### src/rtl/forwarding_scoreboard_if.sv
// Handshake bundle between the ID stage and the forwarding scoreboard.
// The master side (ID/pipeline control) drives the instruction fields and
// the advance/flush controls; the slave side (scoreboard) returns the EX
// operand selects, the load-use stall and the stall counter.
interface forwarding_scoreboard_if #(
   parameter int REG_AW     = 5,
   parameter int NUM_STAGES = 3,
   parameter int CNT_W      = 16
);
   localparam int SELW = $clog2(NUM_STAGES + 1);

   logic              adv;
   logic              flush;
   logic              id_valid;
   logic [REG_AW-1:0] id_rs1;
   logic [REG_AW-1:0] id_rs2;
   logic [REG_AW-1:0] id_rd;
   logic              id_regwrite;
   logic              id_is_load;
   logic [SELW-1:0]   fwd_sel_a;
   logic [SELW-1:0]   fwd_sel_b;
   logic              stall;
   logic [CNT_W-1:0]  stall_count;

   modport master (
      output adv, flush, id_valid, id_rs1, id_rs2, id_rd, id_regwrite, id_is_load,
      input  fwd_sel_a, fwd_sel_b, stall, stall_count
   );

   modport slave (
      input  adv, flush, id_valid, id_rs1, id_rs2, id_rd, id_regwrite, id_is_load,
      output fwd_sel_a, fwd_sel_b, stall, stall_count
   );
endinterface

### src/rtl/forwarding_scoreboard.sv
// Forwarding scoreboard: a NUM_STAGES-deep shift register of in-flight
// register writes that follows the pipeline after ID. Each operand forwards
// from the youngest matching stage; a match on a load that has not yet
// reached LOAD_READY raises a load-use stall instead. Stall cycles that
// actually advance the pipeline are counted with saturation.
module forwarding_scoreboard #(
   parameter int REG_AW     = 5,
   parameter int NUM_STAGES = 3,
   parameter int LOAD_READY = 2,
   parameter int CNT_W      = 16
) (
   input  logic                   clk,
   input  logic                   rst,
   forwarding_scoreboard_if.slave bus
);
   localparam int SELW = $clog2(NUM_STAGES + 1);

   // Stage k lives at bit/element k; stage 1 is EX.
   logic [NUM_STAGES:1]             valid_q, valid_d;
   logic [NUM_STAGES:1][REG_AW-1:0] rd_q, rd_d;
   logic [NUM_STAGES:1]             load_q, load_d;
   logic [CNT_W-1:0]                stall_count_q, stall_count_d;

   logic [SELW-1:0] sel_a, sel_b;
   logic            stall_a, stall_b;
   logic            stall;

   // Youngest-match lookup for one operand; returns {stall_x, sel}.
   // An older match behind a not-yet-ready load is deliberately ignored:
   // its data is stale relative to the load.
   function automatic logic [SELW:0] lookup(input logic [REG_AW-1:0] rs);
      logic [SELW-1:0] m;
      logic            m_load;
      logic            st;
      m      = '0;
      m_load = 1'b0;
      st     = 1'b0;
      for (int k = NUM_STAGES; k >= 1; k--) begin
         if (valid_q[k] && (rd_q[k] == rs)) begin
            m      = SELW'(k);
            m_load = load_q[k];
         end
      end
      if (rs == '0) begin
         m      = '0;
         m_load = 1'b0;
      end
      if ((m != '0) && m_load && (int'(m) < LOAD_READY)) begin
         st = 1'b1;
         m  = '0;
      end
      return {st, m};
   endfunction

   // Operand selects and the combined load-use stall.
   always_comb begin
      {stall_a, sel_a} = lookup(bus.id_rs1);
      {stall_b, sel_b} = lookup(bus.id_rs2);
      stall = bus.id_valid & ~bus.flush & (stall_a | stall_b);
   end

   // Next entries: hold on freeze, bubble on flush/stall, else capture ID.
   always_comb begin
      valid_d = valid_q;
      rd_d    = rd_q;
      load_d  = load_q;
      if (bus.adv) begin
         for (int k = NUM_STAGES; k >= 2; k--) begin
            valid_d[k] = valid_q[k-1];
            rd_d[k]    = rd_q[k-1];
            load_d[k]  = load_q[k-1];
         end
         if (bus.flush || stall) begin
            valid_d[1] = 1'b0;
         end else begin
            valid_d[1] = bus.id_valid & bus.id_regwrite & (bus.id_rd != '0);
         end
         rd_d[1]   = bus.id_rd;
         load_d[1] = bus.id_is_load;
      end
   end

   // Saturating count of stall cycles that actually advance.
   always_comb begin
      stall_count_d = stall_count_q;
      if (stall && bus.adv && !(&stall_count_q)) begin
         stall_count_d = stall_count_q + 1'b1;
      end
   end

   // State registers; reset empties the scoreboard and clears the counter.
   always_ff @(posedge clk or negedge rst) begin
      if (!rst) begin
         valid_q       <= '0;
         rd_q          <= '0;
         load_q        <= '0;
         stall_count_q <= '0;
      end else begin
         valid_q       <= valid_d;
         rd_q          <= rd_d;
         load_q        <= load_d;
         stall_count_q <= stall_count_d;
      end
   end

   assign bus.fwd_sel_a   = sel_a;
   assign bus.fwd_sel_b   = sel_b;
   assign bus.stall       = stall;
   assign bus.stall_count = stall_count_q;
endmodule
### src/flat_wrapper.sv
// flat-port wrapper written by rule: the top's interface ports become plain ports
module forwarding_scoreboard_flat 
#(
   parameter int REG_AW     = 5,
   parameter int NUM_STAGES = 3,
   parameter int LOAD_READY = 2,
   parameter int CNT_W      = 16
)
  (clk, rst, bus_adv, bus_flush, bus_id_valid, bus_id_rs1, bus_id_rs2, bus_id_rd, bus_id_regwrite, bus_id_is_load, bus_fwd_sel_a, bus_fwd_sel_b, bus_stall, bus_stall_count);
  forwarding_scoreboard_if #(.REG_AW(REG_AW), .NUM_STAGES(NUM_STAGES), .CNT_W(CNT_W)) bus_i ();
  input  logic clk;
  input  logic rst;
  input wire logic [$bits(bus_i.adv)-1:0] bus_adv;
  input wire logic [$bits(bus_i.flush)-1:0] bus_flush;
  input wire logic [$bits(bus_i.id_valid)-1:0] bus_id_valid;
  input wire logic [$bits(bus_i.id_rs1)-1:0] bus_id_rs1;
  input wire logic [$bits(bus_i.id_rs2)-1:0] bus_id_rs2;
  input wire logic [$bits(bus_i.id_rd)-1:0] bus_id_rd;
  input wire logic [$bits(bus_i.id_regwrite)-1:0] bus_id_regwrite;
  input wire logic [$bits(bus_i.id_is_load)-1:0] bus_id_is_load;
  output wire logic [$bits(bus_i.fwd_sel_a)-1:0] bus_fwd_sel_a;
  output wire logic [$bits(bus_i.fwd_sel_b)-1:0] bus_fwd_sel_b;
  output wire logic [$bits(bus_i.stall)-1:0] bus_stall;
  output wire logic [$bits(bus_i.stall_count)-1:0] bus_stall_count;
  assign bus_i.adv = bus_adv;
  assign bus_i.flush = bus_flush;
  assign bus_i.id_valid = bus_id_valid;
  assign bus_i.id_rs1 = bus_id_rs1;
  assign bus_i.id_rs2 = bus_id_rs2;
  assign bus_i.id_rd = bus_id_rd;
  assign bus_i.id_regwrite = bus_id_regwrite;
  assign bus_i.id_is_load = bus_id_is_load;
  assign bus_fwd_sel_a = bus_i.fwd_sel_a;
  assign bus_fwd_sel_b = bus_i.fwd_sel_b;
  assign bus_stall = bus_i.stall;
  assign bus_stall_count = bus_i.stall_count;
  forwarding_scoreboard #(.REG_AW(REG_AW), .NUM_STAGES(NUM_STAGES), .LOAD_READY(LOAD_READY), .CNT_W(CNT_W)) u_core (.clk(clk), .rst(rst), .bus(bus_i));
endmodule
### config.mk
export PLATFORM = sky130hd
export DESIGN_NAME = forwarding_scoreboard_flat
export DESIGN_NICKNAME = d
export VERILOG_FILES = /design/src/rtl/forwarding_scoreboard_if.sv /design/src/rtl/forwarding_scoreboard.sv /design/src/flat_wrapper.sv
export SDC_FILE = /design/constraint.sdc
export NUM_CORES = 1
export LEC_CHECK = 0
export BUFFER_PORTS_ARGS = -buffer_cell sky130_fd_sc_hd__buf_4
export CAP_MARGIN = 20
export CORE_AREA = 10 10 92 94
export DETAILED_ROUTE_END_ITERATION = 12
export DIE_AREA = 0 0 102 104
export HOLD_SLACK_MARGIN = 0.05
export PLACE_DENSITY = 0.61
export SETUP_SLACK_MARGIN = 0.15
export SLEW_MARGIN = 40
export SYNTH_ARGS = -nofsm -noshare
export SYNTH_HDL_FRONTEND = slang
export SYNTH_SLANG_ARGS = --single-unit
### constraint.sdc
create_clock -name clk -period 1.76 [get_ports clk]
set_input_delay 0.352 -clock clk [delete_from_list [all_inputs] [get_ports clk]]
set_output_delay 0.352 -clock clk [all_outputs]
set_load 0.005 [all_outputs]
==> results_dict.tcl <==
set metrics [dict create \
    path_buf_inv 1 \
    reg2reg_depth 9 \
    ys_top_cells_by_area "dfrtp_1, xor2_1, mux2_2" \
    seqPwrFrac 0.509 \
    routed_wl_um 5420 \
    dp_hpwl_um 3990 \
    yosys_warnings 0 \
    ys_ff_latch 35 \
    drc 0 \
    required_ns 1.41 \
    min-delay-path-class "input pin to flop" \
    max-clock-path-buffers 2 \
    die_h_um 104 \
    slew_headroom 0.697 \
    netlist_area_um2 1960 \
    max_stage_delay_ns 0.42 \
    grt_usage 0.104 \
    cts.sink_count 35 \
    syn_inst 179 \
    cts_made_buffers 5 \
    ioPinCount 43 \
    syn-num-nets 202 \
    netlist.area_leader.share 0.447 \
    clock.fmax_mhz 453 \
    fill_cells 633 \
    grt_overflow 0 \
    crit_end "bus_fwd_sel_a[0]" \
    setup_viol 20 \
    fin_cells 353 \
    clock_latency_ns 0.28 \
    wl_per_cell_um 15.3 \
    layout.area.seq_um2 880 \
    dp_cells 334 \
    min_period_over_period 1.25 \
    ys_seq_area_frac 0.447 \
    p_leak_nw 1.54 \
    globalplace.congestion 0.920 \
    cpLargestDelayFamily "simple AND/OR/NAND/NOR gates" \
    finalHoldViolCount 0 \
    fin_ws_ns -0.446 \
    worstPathMaxFanout 3 \
    diodes 0 \
    final_util 0.454 \
    cpMaxStageDelayCell "dfrtp_1" \
    rsz0062_at_grt "yes" \
    dr.pass1.iters 4 \
    num_vias 1656 \
    crit_start "u_core.rd_q[12]" \
    cts_tree "yes" \
    antenna_found_initial 0 \
    p_per_area_nw_per_um2 616 \
    ant_nets 0 \
    power.share.combinational 0.193 \
    swShare 0.273 \
    ir_drop_v 0.000307 \
    r2r_end "u_core.bus.stall_count[7]" \
    p_int_w 0.00136 \
    ys_types 29 \
    worst_setup_path_end_kind "primary output" \
    syn_to_final_growth_pct 55.0 \
    worst-setup-path-type "flop to primary output" \
    multi_input_area_um2 1250 \
    portBuffers 42 \
    crit_cells 7 \
    synth.largest_area_cell "dfrtp_1" \
    grt_pass1_wl_um 8910 \
    reg2reg_from "u_core.rd_q[1]" \
    dp_slack_ns -0.340 \
    worstSetupStartpointType "flop" \
    die_x_um 102 \
    nNetsFinal 295 \
    rows 30 \
    core_um2 6680 \
    htreeDepth 2 \
    critPathArrivalTime_ns 1.85 \
    reg2reg_setup_slack_ns -0.15 \
    clk_pin_slew_worst_paths_ns 0.07 \
    syn_area_per_cell_um2 10.9 \
    grt_max_degree 36 \
    status "finished, violations left" \
    route.detailed.vias_per_inst 4.69 \
    drt_iter0_drc 74 \
    clock_power_share 0.298 \
    crit_chain "xor2_1 -> nor4_2 -> and3_1 -> nand2_1 -> mux2_2 -> nor2_2 -> buf_4" \
    initial_core_util 0.293 \
    fin_skew_ns 0.00711 \
    worstMarginPinSlew_ns 0.454 \
    grt_pass1_vias 1775 \
    cap_violations 0 \
    violations "negative setup slack" \
    fin_crit_ns 2.21 \
    power_switching_w 0.000510 \
    cts_root_buf "clkbuf_8" \
    die_area_um2 10600 \
    maxSlewViolCount 0 \
    drive_gt1_frac 0.535 \
]
==> synthesized netlist by cell type, drive strengths merged <==
master,count
dfrtp,35
xor2,28
mux2,21
xnor2,17
nor2,14
nor3,12
nand2,11
and3,6
nand3,6
nand4,5
nor4,4
buf,3
inv,3
nor2b,3
or4,3
a31oi,1
and3b,1
ha,1
nand2b,1
nand3b,1
o211ai,1
o21a,1
o41ai,1
==> placed cells by master, fill, tap and decap left out, types with 2 or more instances in the layout <==
master	synthesis	final
nor3_4	0	10
nor2_2	1	2
buf_4	0	80
nand4_1	5	5
xnor2_1	17	16
nor2b_1	3	2
nor4_2	0	2
buf_6	1	5
mux2_2	20	20
nand2_1	11	11
clkbuf_8	0	5
nand3_1	6	6
nor2_1	12	6
buf_8	0	3
dfrtp_2	0	3
xor2_1	28	27
and3_1	6	5
inv_1	3	3
or4_4	1	2
nor3_1	10	2
dfrtp_1	35	32
clkbuf_1	0	2
nor4_1	4	2
nor2_4	1	6
==> area by class of cell <==
cell class / instances / share of cell area
clock buffer: 7 / 0.0252
tap: 80 / 0.0330
multi-input combinational: 138 / 0.412
sequential: 35 / 0.290
timing repair buffer: 89 / 0.235
clock inverter: 1 / 0.00165
inverter: 3 / 0.00371
==> state kept, by name (all words and copies together), names as in the netlist <==
signal and count:
u_core.bus.stall_count 16, u_core.rd_q 15, u_core.load_q 1, u_core.valid_q 3
==> metal layers <==
layer	vias up	global-route usage	share of wire
li1	803	-	-
met1	816	0.131	0.44
met2	31	0.171	0.51
met3	6	0.0239	0.033
met4	0	0.0313	0.015
met5	-	0	0
==> how the worst min path moves through the flow <==
stage / slack (ns) / depth (start not counted) / from / endpoint
finish: 0.29 / 2 / bus_id_is_load / u_core.load_q[1]
global route: 0.29 / 2 / bus_id_is_load / u_core.load_q[1]
CTS: 0.29 / 2 / bus_id_is_load / u_core.load_q[1]
detailed placement: 0.34 / 1 / rst / u_core.rd_q[14]
global placement: 0.34 / 1 / rst / u_core.rd_q[3]
floorplan: 0.06 / 0 / rst / u_core.bus.stall_count[0]
==> logic make-up after synthesis <==
family	after synthesis	synth area share
and+or+nand+nor	67	0.187
xor gates and xnor gates	45	0.201
DFF	35	0.447
muxes	21	0.121
buffers and inverters	6	0.0153
AOI/OAI and AO/OA	4	0.0224
adders and majority gates	1	0.00639
==> power by group through the flow <==
stage / logic, W / clock network [W] / registers, W
finish: 0.000361 / 0.000556 / 0.000951
global route: 0.000396 / 0.000617 / 0.000958
CTS: 0.000351 / 0.000570 / 0.000949
detailed placement: 0.000329 / 0 / 0.000963
global placement: 0.000324 / 0 / 0.000964
floorplan: 0.000183 / 0 / 0.000937
==> repair_timing <==
item,4_1_cts,5_1_grt
pin swaps,28,17
gates resized for setup,40,9
cloned,1,0
setup endpoints to repair,22,22
hold endpoints to repair,35,0
hold buffers,1,0
buffers inserted,7,2
==> through the flow <==
step | instance area, µm² | power (W) | TNS [ns] | hold WS, ns
detailed placement | 2650 | 0.00129 | -4.27 | 0.336
floorplan | 1980 | 0.00112 | -0.395 | 0.0564
global route | 3030 | 0.00197 | -5.28 | 0.290
global placement | 2650 | 0.00129 | -4.06 | 0.335
finish | 3030 | 0.00187 | -3.73 | 0.295
CTS | 2980 | 0.00187 | -3.46 | 0.292
Note: power is estimated with default switching activity, not from simulation.
